===== config.mk =====
export PLATFORM = sky130hd
export DESIGN_NAME = netlist_eval_arbiter
export DESIGN_NICKNAME = d
export VERILOG_FILES = /design/src/rtl/netlist_eval_arbiter.sv
export SDC_FILE = /design/constraint.sdc
export NUM_CORES = 1
export LEC_CHECK = 0
export ABC_AREA = 1
export BUFFER_PORTS_ARGS = -buffer_cell sky130_fd_sc_hd__buf_2
export CAP_MARGIN = 20
export CORE_MARGIN = 5
export CORE_UTILIZATION = 45
export DETAILED_ROUTE_END_ITERATION = 12
export PLACE_DENSITY_LB_ADDON = 0.25
export SLEW_MARGIN = 20
export SYNTH_ARGS = -nofsm -noshare
export SYNTH_HDL_FRONTEND = slang
export SYNTH_SLANG_ARGS = --single-unit

===== constraint.sdc =====
create_clock -name clk -period 2.1 [get_ports clk]
set_clock_uncertainty 0.05 [all_clocks]
set_input_delay 0.21 -clock clk [delete_from_list [all_inputs] [get_ports clk]]
set_output_delay 0.21 -clock clk [all_outputs]
set_load 0.01 [all_outputs]

===== src/rtl/netlist_eval_arbiter.sv =====
// Round-robin wrapper that time-shares one external combinational netlist among NUM_REQ requesters.
// A granted vector is launched on dut_in, left to settle, captured from dut_out and returned with its ID.
module netlist_eval_arbiter #(
  parameter int NUM_REQ       = 4,
  parameter int ID_W          = 2,
  parameter int IN_W          = 14,
  parameter int OUT_W         = 8,
  parameter int SETTLE_CYCLES = 2
) (
  input  logic                    clk,
  input  logic                    rst_n,
  input  logic [NUM_REQ-1:0]      req_valid,
  output logic [NUM_REQ-1:0]      req_ready,
  input  logic [NUM_REQ*IN_W-1:0] req_data,
  output logic                    rsp_valid,
  input  logic                    rsp_ready,
  output logic [OUT_W-1:0]        rsp_data,
  output logic [ID_W-1:0]         rsp_id,
  output logic [IN_W-1:0]         dut_in,
  input  logic [OUT_W-1:0]        dut_out,
  output logic                    busy,
  output logic [15:0]             eval_count
);
  localparam int CNT_W = (SETTLE_CYCLES > 1) ? $clog2(SETTLE_CYCLES) : 1;

  generate
    if (SETTLE_CYCLES < 1) begin : g_bad_settle
      $error("SETTLE_CYCLES must be at least 1");
    end
    if (ID_W != $clog2(NUM_REQ)) begin : g_bad_id
      $error("ID_W must equal clog2(NUM_REQ)");
    end
  endgenerate

  typedef enum logic [1:0] {IDLE, SETTLE, RESP} state_t;

  state_t                       state;
  logic [ID_W-1:0]              rr_ptr;
  logic [ID_W-1:0]              id_q;
  logic [CNT_W-1:0]             cnt;
  logic [ID_W-1:0]              winner;
  logic [ID_W-1:0]              next_ptr;
  logic                         any_valid;
  logic [NUM_REQ-1:0]           upper;
  logic [NUM_REQ-1:0][IN_W-1:0] data_vec;

  assign data_vec = req_data;

  // Requesters at or above the pointer take priority over those that wrapped around.
  generate
    for (genvar i = 0; i < NUM_REQ; i++) begin : g_lane
      assign upper[i] = req_valid[i] && (ID_W'(i) >= rr_ptr);
    end
  endgenerate

  always_comb begin
    winner    = '0;
    any_valid = |req_valid;
    for (int i = NUM_REQ - 1; i >= 0; i--)
      if (req_valid[i]) winner = ID_W'(i);
    for (int i = NUM_REQ - 1; i >= 0; i--)
      if (upper[i]) winner = ID_W'(i);
    next_ptr  = (winner == ID_W'(NUM_REQ - 1)) ? '0 : winner + ID_W'(1);
    req_ready = '0;
    if (state == IDLE && any_valid) req_ready[winner] = 1'b1;
  end

  always_ff @(posedge clk or negedge rst_n) begin
    if (!rst_n) begin
      state      <= IDLE;
      rr_ptr     <= '0;
      id_q       <= '0;
      cnt        <= '0;
      dut_in     <= '0;
      rsp_valid  <= 1'b0;
      rsp_data   <= '0;
      rsp_id     <= '0;
      busy       <= 1'b0;
      eval_count <= '0;
    end else begin
      case (state)
        IDLE: begin
          if (any_valid) begin
            dut_in <= data_vec[winner];
            id_q   <= winner;
            rr_ptr <= next_ptr;
            cnt    <= CNT_W'(SETTLE_CYCLES - 1);
            busy   <= 1'b1;
            state  <= SETTLE;
          end
        end
        SETTLE: begin
          // rsp_id is only refreshed at capture so it holds the last answered ID while idle.
          if (cnt == '0) begin
            rsp_data  <= dut_out;
            rsp_id    <= id_q;
            rsp_valid <= 1'b1;
            state     <= RESP;
          end else begin
            cnt <= cnt - CNT_W'(1);
          end
        end
        RESP: begin
          if (rsp_ready) begin
            rsp_valid  <= 1'b0;
            eval_count <= eval_count + 16'd1;
            busy       <= 1'b0;
            state      <= IDLE;
          end
        end
        default: state <= IDLE;
      endcase
    end
  end
endmodule


==> summary.md, run 1 <==
The flow ran to the end, and the final reports show no timing, DRC or antenna violations. For this design, the slowest cell found on the critical path is dfrtp_1. The tools report the combined global-route utilization of all metal layers as 18.3%. The first detailed-routing pass took 4 iterations. The tools report the type of destination of the critical path as an output pin. The post-route netlist has 30.9% of its cells at a drive strength greater than 1.

Across all layers, the routed design uses 2723 vias. The net count of the finished layout is 574. The number of pins with negative max-slew slack in the final report is 0, and the largest stage delay on the critical path is 0.39 ns. The worst-case IR drop observed on VDD is 546 uV.

Static timing analysis puts the maximum clock frequency at 508 MHz. Dividing the detail-routed via count by the number of cells gives 4.70. Summed over all nets, the half-perimeter wirelength after detailed placement is 5590 um. CTS saw 49 sinks.

The pin slew with the least headroom to its limit is 0.493 ns. The global-route wire length before repair came out at 11500 um. The tools report the CTS buffer count as 5. The H-tree was split into 2 levels. After global routing the overflow that remains totals 0. The Yosys step of the flow raised 0 warnings. The average size of a mapped cell came out at 7.40 sq um.

Clock latency on the worst-skew pair, taken at its later pin, is 0.29 ns. The quantity of I/O buffers inserted on ports works out to 116. The x dimension of the die was 89.4 um; the average routed wire per standard cell was 12.2 um.

In the final layout, the multi-input gates occupy 1230 sq um. For this design the top-level I/O count stands at 117. At the end of routability-driven placement, the weighted congestion stood at 0.910. The final number of hold-violating endpoints is 0, and the portion of the clock cycle consumed by the worst path in the final layout is 93.7%. Once detail routing completed, the nets flagged for antenna violations numbered 0.

For this run, the register share of the synthesized area comes to 43.2%. The slack of the worst reg-to-reg path is 0.46 ns. Hold timing on the final database bottoms out at a slack of 0.0882 ns. In this run, the number of DRC markers left after iteration 0 of detailed routing was 116. The run gives 0 as the final count of negative-setup-slack endpoints. In this run, synthesis produced a sequential element count of 49.

The number of different library cells used by synthesis comes to 26. The synthesized instance count was 384; the number of nets in the synthesized netlist was 457. Number of max-capacitance violations reported: 0. STA classifies the critical path startpoint as a register. Clock-pin slew was measured on the worst setup and hold paths at 0.09 ns. Along the worst path, the maximum fanout reaches 16. For the worst setup path, the data arrival time is 1.71 ns. Critical setup path kind: register to output pin. TritonCTS built the clock tree.

The area of all sequential standard cells was 1230 sq um; the area inside the core boundary was 6240 sq um. In this run the worst hold path is classified as input pin to register. The design draws 4.19 mW. The reported leakage power is 2.21 nW, and the total power per unit cell area is 1160 nW/um^2.

The die footprint is 8000 sq um, and the largest net degree at the start of global routing is 30. The critical path data required time was 1.84 ns. In this run the core area contains 29 standard-cell rows. Compared with the post-synthesis result, the final layout area differs by 27.1%. Setup repair after global routing could not meet its margin everywhere. In the routed design, unresolved DRC markers number 0. Traced cell by cell, the critical path runs through nand2_1, nor3_2, nor2_4, inv_4, ha_1, inv_1, nor2_1, buf_2. The repair_antennas step left the layout with diodes totalling 0.

The total length of routed wires was 7090 um. The vertical die dimension came out at 89.4 um. The initial antenna violation count was 0; the headroom to the max-slew limit was 67.0%. The tools report the buffer count from post-CTS setup fixing as 0. For the number of global-route vias before repair, the log shows 2632.

The mapped netlist covers 2840 sq um. In this run the clock root is driven by a clkbuf_8. The number of filler cells placed in the layout came out at 628. The worst path needs 1.97 ns of the cycle, external delays included.

The number of buffers on the longest clock path was 2. The tools report the initial core utilization as 45.5%.
==> cell usage in the layout (no fill, tap or decap) <==
cell	Yosys	final
a21oi_1	2	2
buf_2	9	116
buf_4	2	8
bufinv_16	0	1
clkbuf_1	2	1
clkbuf_8	0	5
clkinv_1	1	1
clkinv_4	0	1
dfrtp_1	49	49
dlygate4sd3_1	0	1
ha_1	2	2
inv_1	73	73
inv_2	2	2
inv_4	1	1
mux2_2	9	9
nand2_1	119	118
nand2_2	2	3
nand3_1	62	62
nand3_2	1	1
nand3_4	1	1
nand4_1	2	2
nor2_1	15	15
nor2_2	1	1
nor2_4	3	3
nor3_2	2	2
nor3_4	1	1
o21ai_0	8	8
xnor2_1	6	6
xor2_1	7	7
==> cells in the mapped netlist, drive strengths merged <==
master,number,area [sq um]
nor3,3,36.3
nand4,2,12.5
mux2,9,101
nand3,64,338
dfrtp,49,1230
ha,2,25.0
o21ai,8,40.0
clkinv,1,3.75
a21oi,2,10.0
nor2,19,96.3
clkbuf,2,7.51
xnor2,6,52.6
xor2,7,61.3
inv,76,288
buf,13,82.6
nand2,121,459
==> critical path: cells and delay by family, from the launching register on <==
| family | cells | cell delay [ns] |
|---|---|---|
| and+or+nand+nor | 4 | 0.52 |
| adders and majority gates | 1 | 0.17 |
| buffers and inverters | 3 | 0.32 |
| DFF | 1 | 0.39 |
==> final timing paths <==
path	depth (start not counted)	startpoint	end
hold / removal	2	dut_out[0]	rsp_data[0]$_DFFE_PN0P_
setup / recovery	8	rr_ptr[1]$_DFFE_PN0P_	req_ready[0]
max in group asynchronous	3	rst_n	rsp_data[1]$_DFFE_PN0P_
hold reg to reg	1	eval_count[15]$_DFFE_PN0P_	eval_count[15]$_DFFE_PN0P_
min in group asynchronous	2	rst_n	eval_count[7]$_DFFE_PN0P_
setup reg to reg	11	rr_ptr[1]$_DFFE_PN0P_	dut_in[1]$_DFFE_PN0P_
==> routing by layer <==
| layer | up-vias | global-route usage, % | wire [um] |
|---|---|---|---|
| li1 | 1396 | - | - |
| met1 | 1224 | 22.6 | 2930 |
| met2 | 94 | 32.6 | 3540 |
| met3 | 9 | 3.78 | 507 |
| met4 | 0 | 4.87 | 114 |
| met5 | - | 0 | 0 |
==> area by class of cell <==
type | count | area share (%)
Inverter | 77 | 8.07
Sequential cell | 49 | 34.0
Clock inverter | 2 | 1.07
Timing Repair Buffer | 125 | 18.0
Clock buffer | 6 | 2.01
Multi-Input combinational cell | 243 | 34.2
Tap cell | 77 | 2.67
==> cell families after synthesis <==
logic type,count (synthesis),synth area share [%]
flip-flops,49,43.2
multiplexers,9,3.57
adder cells (fa/ha/maj),2,0.881
buffers and inverters,92,13.4
XOR/XNOR,13,4.01
AO/OA/AOI/OAI,10,1.76
AND/OR/NAND/NOR,209,33.2
==> state kept, by name (all words and copies together), names as in the netlist, 2 cells and up <==
signal      cells
rsp_data        8
id_q            2
rsp_id          2
eval_count     16
dut_in         14
state           2
rr_ptr          2
==> power by group <==
part | switching (mW) | total, mW | internal (mW)
sequential | 0.198 | 1.49 | 1.29
clock | 0.309 | 0.667 | 0.358
combinational | 1.24 | 2.03 | 0.791
total | 1.74 | 4.19 | 2.44
==> what timing repair did <==
item                                    CTS  global route
resized for setup                         0             1
endpoints found under the setup margin    0             3
hold buffers                              1             0
endpoints found under the hold margin    18             0
==> metrics by stage <==
stage / TNS, ns / std cells / area (sq um) / util, % / setup WS (ns)
final: 0 / 579 / 3610 / 57.9 / 0.133
after CTS: 0 / 579 / 3610 / 57.8 / 0.0854
after global routing: -0.00282 / 579 / 3610 / 57.9 / -0.00282
after detailed placement: 0 / 570 / 3490 / 55.9 / 0.426
after floorplan: 0 / 384 / 2840 / - / 0.563
after global placement: 0 / 570 / 3490 / 55.9 / 0.477
Note: power is estimated with default switching activity, not from simulation.
==> inputs of run 2 (changes only) <==
- CORE_UTILIZATION: 45 -> 44
- clock period: 2.1 -> 1.7 ns (I/O delays scaled with it)
==> run 2 against run 1 <==
Effect of this change: the run now ends with setup timing left; sequential cell count is the same; core utilization grew 2.6 points; first-iteration DRC count shrank 1.7%; cell area grew 5.6%; register-to-register slack lost 0.46 ns; non-clock buffer count grew 9; routed wire length grew 6.9%; critical path type unchanged; critical endpoint unchanged.
==> summary.md, run 2 (synthesis gave the netlist of run 1 again) <==
The vertical die dimension works out to 90.3 um (+1.0%). The smallest clock period supported by the final layout is computed as 1.85 ns. The clock network latency to the later pin of the worst-skew pair was 0.30 ns (about the same). The antenna cell count was 0 (unchanged); the buffering stage count on the worst path with inverters included was 2 (-1). Setup repair after global routing could not meet its margin everywhere. The x dimension of the die is 90.3 um (+1.0%), and the cell area reported after detailed placement is 3540 sq um (+1.5%). The number of cells in the finished layout apart from fillers came out at 588 (+1.6%). The checks that failed: setup timing. For the remaining global-route overflow, the log shows 0 (unchanged).

The post-layout net count came out at 583 (+1.6%). The total via count in the routed design was 2828 (+3.9%). The number of DRC markers in iteration 0 is 114 (-1.7%), and the global-route wire length before repair is 12300 um (+7.0%). STA classifies the critical path endpoint as an output pin. Ranked by flip-flop count, first place goes to eval_count. The tools report the total placed cells including tap cells as 572 (+0.35%). The total power per unit cell area is 1440 nW/um^2 (+24%), and the worst hold path stage count is 2 (unchanged). The average routed wire per standard cell was 12.9 um (+5.3%). Via count normalized by instance count: 4.81 (+2.3%). The tools report the switching power as 2.35 mW (+35%).

Leaving out fill and tap cells, the most frequent cells in the layout are 114 x buf_2, 113 x nand2_1, 71 x inv_1. Derived from the worst setup path, the maximum achievable clock frequency is 541 MHz. The maximum level of the CTS H-tree is 2 (unchanged), and the CTS buffer count is 5 (unchanged). The slack of the worst reg-to-reg path came out at 0 ns (-0.46 ns). The area added between synthesis and finish is 34.3%. The number of pins with negative max-slew slack in the final report was 0 (unchanged).

The largest individual stage delay along the critical path comes from the cell dfrtp_1. The clock root buffer was clkbuf_8. The worst register-to-register path ends at dut_in[7]$_DFFE_PN0P_. Die footprint: 8160 sq um (+2.0%). Traced cell by cell, the critical path runs through nand2_2, nand2_1, nand2_1, nand2_2, nand2_4, ha_4, inv_2, nor2_4, buf_6. Reported leakage power: 2.28 nW (+3.2%). The placement row count is 29 (unchanged), and the portion of the clock cycle consumed by the worst path in the final layout is 109%. The cell family contributing the most delay on the critical path was simple AND/OR/NAND/NOR gates. The run finished, with violations left. The post-detailed-placement half-perimeter wirelength was 5790 um (+3.6%); the highest net fanout along the worst path was 3 (-13). The startpoint identified for the worst hold timing path is dut_out[6]. The combined global-route utilization of all metal layers came out at 18.0% (-0.31 points).

The run gives 49 (unchanged) as the number of clock sinks. Share of cells above drive strength 1: 34.6% (+3.8 points). The number of iterations in the first detailed-routing pass is 4 (unchanged). Final total power: 5.50 mW (+31%). The worst hold path terminates at rsp_data[6]$_DFFE_PN0P_. The largest stage delay on the critical path works out to 0.44 ns (+0.05 ns).

TritonCTS built the clock tree. The run gives 117 (unchanged) as the I/O pin count. The logs give 0 (unchanged) for the initial antenna violation count and 0 (unchanged) for the post-detailed-route DRC marker count. The worst register-to-register path begins at rr_ptr[1]$_DFFE_PN0P_.

The tools report the clock share of power as 12.3% (-3.6 points). Critical path data required time: 1.48 ns (-0.36 ns). The tools report the internal power as 3.15 mW (+29%).

The number of max-capacitance violations reported came out at 0 (unchanged). The largest net degree at the start of global routing was 33 (+10%). The final weighted congestion in routability-driven placement is 0.889 (-2.3%). For the number of global-route vias before repair, the log shows 2718 (+3.3%). The pin slew with the least headroom to its limit came out at 0.446 ns (-0.0475 ns). The post-route antenna net violation count came out at 0 (unchanged). The flip-flop count of the largest register after layout was 16 (unchanged). The final number of hold-violating endpoints is 0 (unchanged). For the final worst slack, the log shows -0.149 ns (-0.281 ns). Total length of routed wires: 7580 um (+6.9%). The largest registers in the layout are eval_count: 16 flops, dut_in: 14 flops, rsp_data: 8 flops. Number of cell instances on the worst register-to-register path: 12 (+1).

The tools report the post-route standard cell area excluding fillers as 3810 sq um (+5.6%). The kind of launch point of the worst setup path is a register. The initial core utilization is 45.0% (-0.52 points), and the number of buffers on the longest clock path is 2 (unchanged). The clock input transition at the sequential cells of the worst setup and hold paths was 0.09 ns (about the same). The tools report the sequential group share of total power as 34.1% (-1.5 points). The path class of the lowest-slack min-delay path was input pin to register. The final count of negative-setup-slack endpoints is 7 (+7), and the area inside the core boundary is 6310 sq um (+1.2%). The critical path in this run is classified as register to output pin.

The run gives 53.5% (+5.1 points) as the combinational cell fraction of total power. The data arrival at the endpoint of the critical path is 1.63 ns (-0.08 ns), and the quantity of I/O buffers inserted on ports is 116 (unchanged). The share of the core filled with cells in the final layout came out at 60.4% (+2.6 points). Switching part of the total power: 42.7% (+1.1 points).

The worst slack after detailed placement was 0.0924 ns (-0.334 ns). The library cell used most frequently in the layout, excluding fill and tap cells, is buf_2. The headroom to the max-slew limit is 70.3% (+3.2 points), and the highest ir drop seen on vdd is 782 uV (+43%).
run 2: metrics by stage:
step	TNS, ns	hold slack (ns)
floorplan	0	-0.176
CTS	-0.463	0.0375
global placement	0	0.0878
global route	-1.82	0.0297
detailed placement	0	0.0864
finish	-0.523	0.0450
run 2: what timing repair did:
action / CTS / global route
hold buffers: 1 / 0
endpoints found under the setup margin: 4 / 19
endpoints found under the hold margin: 17 / 0
buffers inserted: 4 / 2
pin swaps: 6 / 7
resized for setup: 9 / 16
gates cloned: 0 / 1
run 2: worst max-delay path by stage:
stage	startpoint	endpoint	slack, ns	cells past startpoint
3_3_place_gp	rr_ptr[1]$_DFFE_PN0P_	req_ready[0]	0.14	9
6_report	rr_ptr[1]$_DFFE_PN0P_	req_ready[0]	-0.15	9
3_5_place_dp	rr_ptr[1]$_DFFE_PN0P_	req_ready[0]	0.09	9
5_1_grt	rr_ptr[1]$_DFFE_PN0P_	req_ready[0]	-0.22	9
4_1_cts	rr_ptr[1]$_DFFE_PN0P_	req_ready[0]	-0.13	9
2_1_floorplan	rr_ptr[1]$_DFFE_PN0P_	req_ready[0]	0.20	8
run 2: power groups by stage:
| stage | Clock (mW) | Sequential (mW) | Combinational [mW] |
|---|---|---|---|
| floorplan | 0 | 2.01 | 1.54 |
| global placement | 0 | 1.88 | 2.58 |
| detailed placement | 0 | 1.89 | 2.63 |
| CTS | 0.694 | 1.87 | 2.76 |
| global route | 0.763 | 1.93 | 3.27 |
| finish | 0.678 | 1.88 | 2.95 |
run 2: layer usage:
metal	share of wire, %	GRT usage [%]
met1	41	23.3
met3	7.1	4.08
met4	1.7	5.46
met2	50	30.1
met5	0	0
run 2: cell type report:
type / count / area [sq um]
Timing Repair Buffer: 134 / 802
Fill cell: 588 / 2500
Sequential cell: 49 / 1230
Multi-Input combinational cell: 243 / 1310
Clock inverter: 2 / 13.8
Inverter: 77 / 292
Clock buffer: 6 / 72.6
Tap cell: 77 / 96.3
==> inputs of run 3 (changes only) <==
- ABC_AREA: 1 -> not set
- CORE_UTILIZATION: 44 -> 42
==> run 3 against run 2 <==
Effect of this change: the run still ends with setup timing left; maximum frequency shrank 7.1%; critical path depth shrank 3; sequential share of layout area grew 2.6 points; total power shrank 0.47%; non-clock buffer count grew 8; global-route usage shrank 1.3 points; core utilization grew 2.9 points; clock power grew 24%; sequential power is essentially flat; first-iteration DRC count shrank 24%; cell area shrank 7.4%.
==> summary.md, run 3 <==
The critical path starts at rr_ptr[1]$_DFFE_PN0P_. The logs give 406 (-29%) for the total placed cells including tap cells and 3230 sq um (-8.7%) for the cell area reported after detailed placement. For the post-detailed-placement half-perimeter wirelength, the log shows 4740 um (-18%).

The via count normalized by instance count is 4.95 (+3.0%). Setup repair after global routing could not meet its margin everywhere. The tools report the global-route wire length before repair as 10100 um (-18%). The total power per unit cell area is 1550 nW/um^2 (+7.5%), and the number of nets in the synthesized netlist is 285 (-38%).

The number of buffers on the longest clock path was 2 (unchanged); the portion of the clock cycle consumed by the worst path in the final layout was 117% (+8.3 points). More flip-flops sit in one register than any other, and that register is eval_count. The tools report the placement row count as 27 (-6.9%). Data arrival at the endpoint of the critical path: 1.77 ns (+0.14 ns). The logs give 1220 sq um (-7.3%) for the multi-input gate area in the final layout and -3.11 ns (-2.59 ns) for the aggregate negative setup slack. The highest attainable clock frequency is 503 MHz (-7.1%). In the final layout, the registers with the most flip-flops are eval_count: 16 flops, dut_in: 14 flops, rsp_data: 8 flops. The sequential share of the synthesized area is 50.0% (+6.8 points), and the number of distinct standard cells referenced by the synthesized netlist is 34 (+31%). The worst register-to-register path ends at dut_in[7]$_DFFE_PN0P_. The quantity of I/O buffers inserted on ports came out at 116 (unchanged). The proportion of register bits with asynchronous set or reset after synthesis is 100% (unchanged), and the number of clock sinks is 49 (unchanged).

The capture point of the worst path is req_ready[0]. The share of cells above drive strength 1 was 52.6% (+18 points). The slack of the worst reg-to-reg path was -0.20 ns (-0.20 ns); the minimum period implied by the final worst setup slack was 1.99 ns (+0.141 ns).

The I/O pin count was 117 (unchanged); the final number of hold-violating endpoints was 0 (unchanged). The critical path data required time was 1.48 ns (about the same); the x dimension of the die was 86.4 um (-4.4%). The total of warnings raised by yosys was 0 (unchanged); the total via count in the routed design was 2100 (-26%). The commonest cells after synthesis are 49 x dfrtp_1, 30 x mux2i_1, 21 x nand2_1. The total length of routed wires was 6160 um (-19%); the area inside the core boundary was 5570 sq um (-12%).

The vertical die dimension is 86.4 um (-4.4%), and the number of pins with negative max-slew slack in the final report is 0 (unchanged). The path class of the lowest-slack min-delay path is input pin to register. Leaving out fill and tap cells, the most frequent cell in the layout is buf_2. The worst setup path is launched from a register. The run gives 2450 sq um (-14%) as the area of the mapped netlist. The tools report the post-route antenna net violation count as 0 (unchanged). The initial antenna violation count is 0 (unchanged). The tools report the number of DRC markers in iteration 0 as 87 (-24%). The share of the core filled with cells in the final layout is 63.4% (+2.9 points), and the die footprint is 7470 sq um (-8.5%). The run gives 0.768 (-14%) as the final weighted congestion in routability-driven placement. The synthesized instance count was 212 (-45%).

The clock network latency to the later pin of the worst-skew pair was 0.30 ns (about the same); the remaining global-route overflow was 0 (unchanged). The number of iterations in the first detailed-routing pass is 4 (unchanged), and the flip-flop and latch count after synthesis is 49 (unchanged). The final total power came out at 5.48 mW (-0.47%). The tools report the initial core utilization as 44.0% (-0.99 points). The main flop type after synthesis was dfrtp_1. The final reports fail on setup timing. The number of cell instances on the worst register-to-register path came out at 6 (-6).

The logs give 0 (unchanged) for the antenna cell count and 71.8% (+1.5 points) for the headroom to the max-slew limit. The run gives 1230 sq um (unchanged) as the area of all sequential standard cells. The CTS buffer count is 5 (unchanged), and the pin slew with the least headroom to its limit is 0.424 ns (-0.0219 ns).

The run gives 2232 (-18%) as the number of global-route vias before repair. The worst-case hold slack was 0.0459 ns (+0.000884 ns). The number of enable flip-flop cells after synthesis came out at 0 (unchanged). The run gives 461 (-22%) as the number of filler cells placed in the layout. The worst register-to-register path begins at rr_ptr[1]$_DFFE_PN0P_. The cell with the most instances after synthesis was dfrtp_1.

The tools report the worst slack after detailed placement as -0.129 ns (-0.222 ns). The clock input transition at the sequential cells of the worst setup and hold paths is 0.09 ns (about the same). The final count of negative-setup-slack endpoints was 18 (+11); the post-route standard cell area excluding fillers was 3530 sq um (-7.4%). The reported leakage power came out at 1.80 nW (-21%). In the layout the commonest cells are 115 x buf_2, 49 x dfrtp_1, 24 x mux2i_1. The number of max-capacitance violations reported is 0 (unchanged), and the number of cells in the finished layout apart from fillers is 424 (-28%). The run gives -0.290 ns (-0.141 ns) as the final worst slack. The type of destination of the critical path is an output pin. The largest net degree at the start of global routing is 34 (+3.0%). The combined global-route utilization of all metal layers is 16.7% (-1.3 points). The area share of the leading cell type in the synthesized netlist came out at 50.0% (+6.8 points).

The cell type with the highest aggregate area in the netlist was dfrtp_1. TritonCTS built the clock tree. The flip-flop count of the largest register after layout is 16 (unchanged), and the area added between synthesis and finish is 44.0%. The run finished, with violations left. The highest net fanout along the worst path works out to 4 (+1). The run gives 710 uV (-9.1%) as the highest ir drop seen on vdd.

For the post-detailed-route DRC marker count, the log shows 0 (unchanged). Average routed wire per standard cell: 14.5 um (+13%). By startpoint and endpoint, the worst setup path is classified as register to output pin. The tools report the maximum level of the CTS H-tree as 2 (unchanged). The tree is rooted in a clkbuf_8.

By area the synthesized netlist is led by dfrtp_1 50%, mux2i_1 12%, o2bb2ai_1 5.0%, mux2_2 4.6%, a21oi_2 3.6%. Average size of a mapped cell: 11.6 sq um (+56%). The run gives 424 (-27%) as the post-layout net count.
## run 3: how the worst min path moves through the flow
stage,depth (start not counted),from,endpoint,slack [ns]
global placement,1,rst_n,dut_in[5]$_DFFE_PN0P_,0.08
floorplan,0,rst_n,busy$_DFFE_PN0P_,-0.18
detailed placement,1,rst_n,dut_in[5]$_DFFE_PN0P_,0.08
finish,2,dut_out[7],rsp_data[7]$_DFFE_PN0P_,0.05
global route,2,dut_out[5],rsp_data[5]$_DFFE_PN0P_,0.04
CTS,2,dut_out[1],rsp_data[1]$_DFFE_PN0P_,0.04
## run 3: layer usage
layer / track usage, % / share of wire [%] / up-vias
met2: 29.8 / 52 / 56
li1: - / - / 1031
met4: 5.52 / 1.9 / 0
met5: 0 / 0 / -
met3: 3.42 / 6.2 / 10
met1: 20.0 / 40 / 1003
## run 3: where the power goes
part | switching, mW | total (mW) | leakage (nW) | internal, mW
clock | 0.401 | 0.843 | 0.0554 | 0.442
sequential | 0.281 | 1.88 | 0.594 | 1.60
combinational | 1.31 | 2.76 | 1.15 | 1.44
total | 2.00 | 5.48 | 1.80 | 3.48
## run 3: cells by family (layout without fill, tap and decap cells)
logic type / Yosys count / in the layout / synth area share, %
muxes: 40 / 40 / 16.8
and+or+nand+nor: 56 / 56 / 11.5
DFF: 49 / 49 / 50.0
buffers and inverters: 14 / 154 / 3.01
adders and majority gates: 2 / 2 / 1.02
AOI/OAI and AO/OA: 36 / 36 / 12.3
xor gates and xnor gates: 15 / 15 / 5.36
## run 3: timing repair
item	CTS	global route
hold buffers	1	0
buffers inserted	8	1
pin swaps	4	4
endpoints found under the setup margin	19	20
endpoints found under the hold margin	16	0
gates resized for setup	16	8
gates cloned	2	0
## run 3: final cells by class
| cell class | count | area share (%) |
|---|---|---|
| sequential | 49 | 34.7 |
| multi-input combinational | 149 | 34.4 |
| timing repair buffer | 142 | 24.7 |
| tap | 72 | 2.55 |
| clock buffer | 6 | 2.05 |
| clock inverter | 2 | 1.10 |
| inverter | 4 | 0.425 |
## run 3: critical path, stage by stage (launching register included)
cell and delay, ns:
dfrtp_1 0.42, mux2i_2 0.18, a221oi_4 0.38, inv_2 0.09, ha_4 0.17, and2_4 0.13
buf_6 0.11
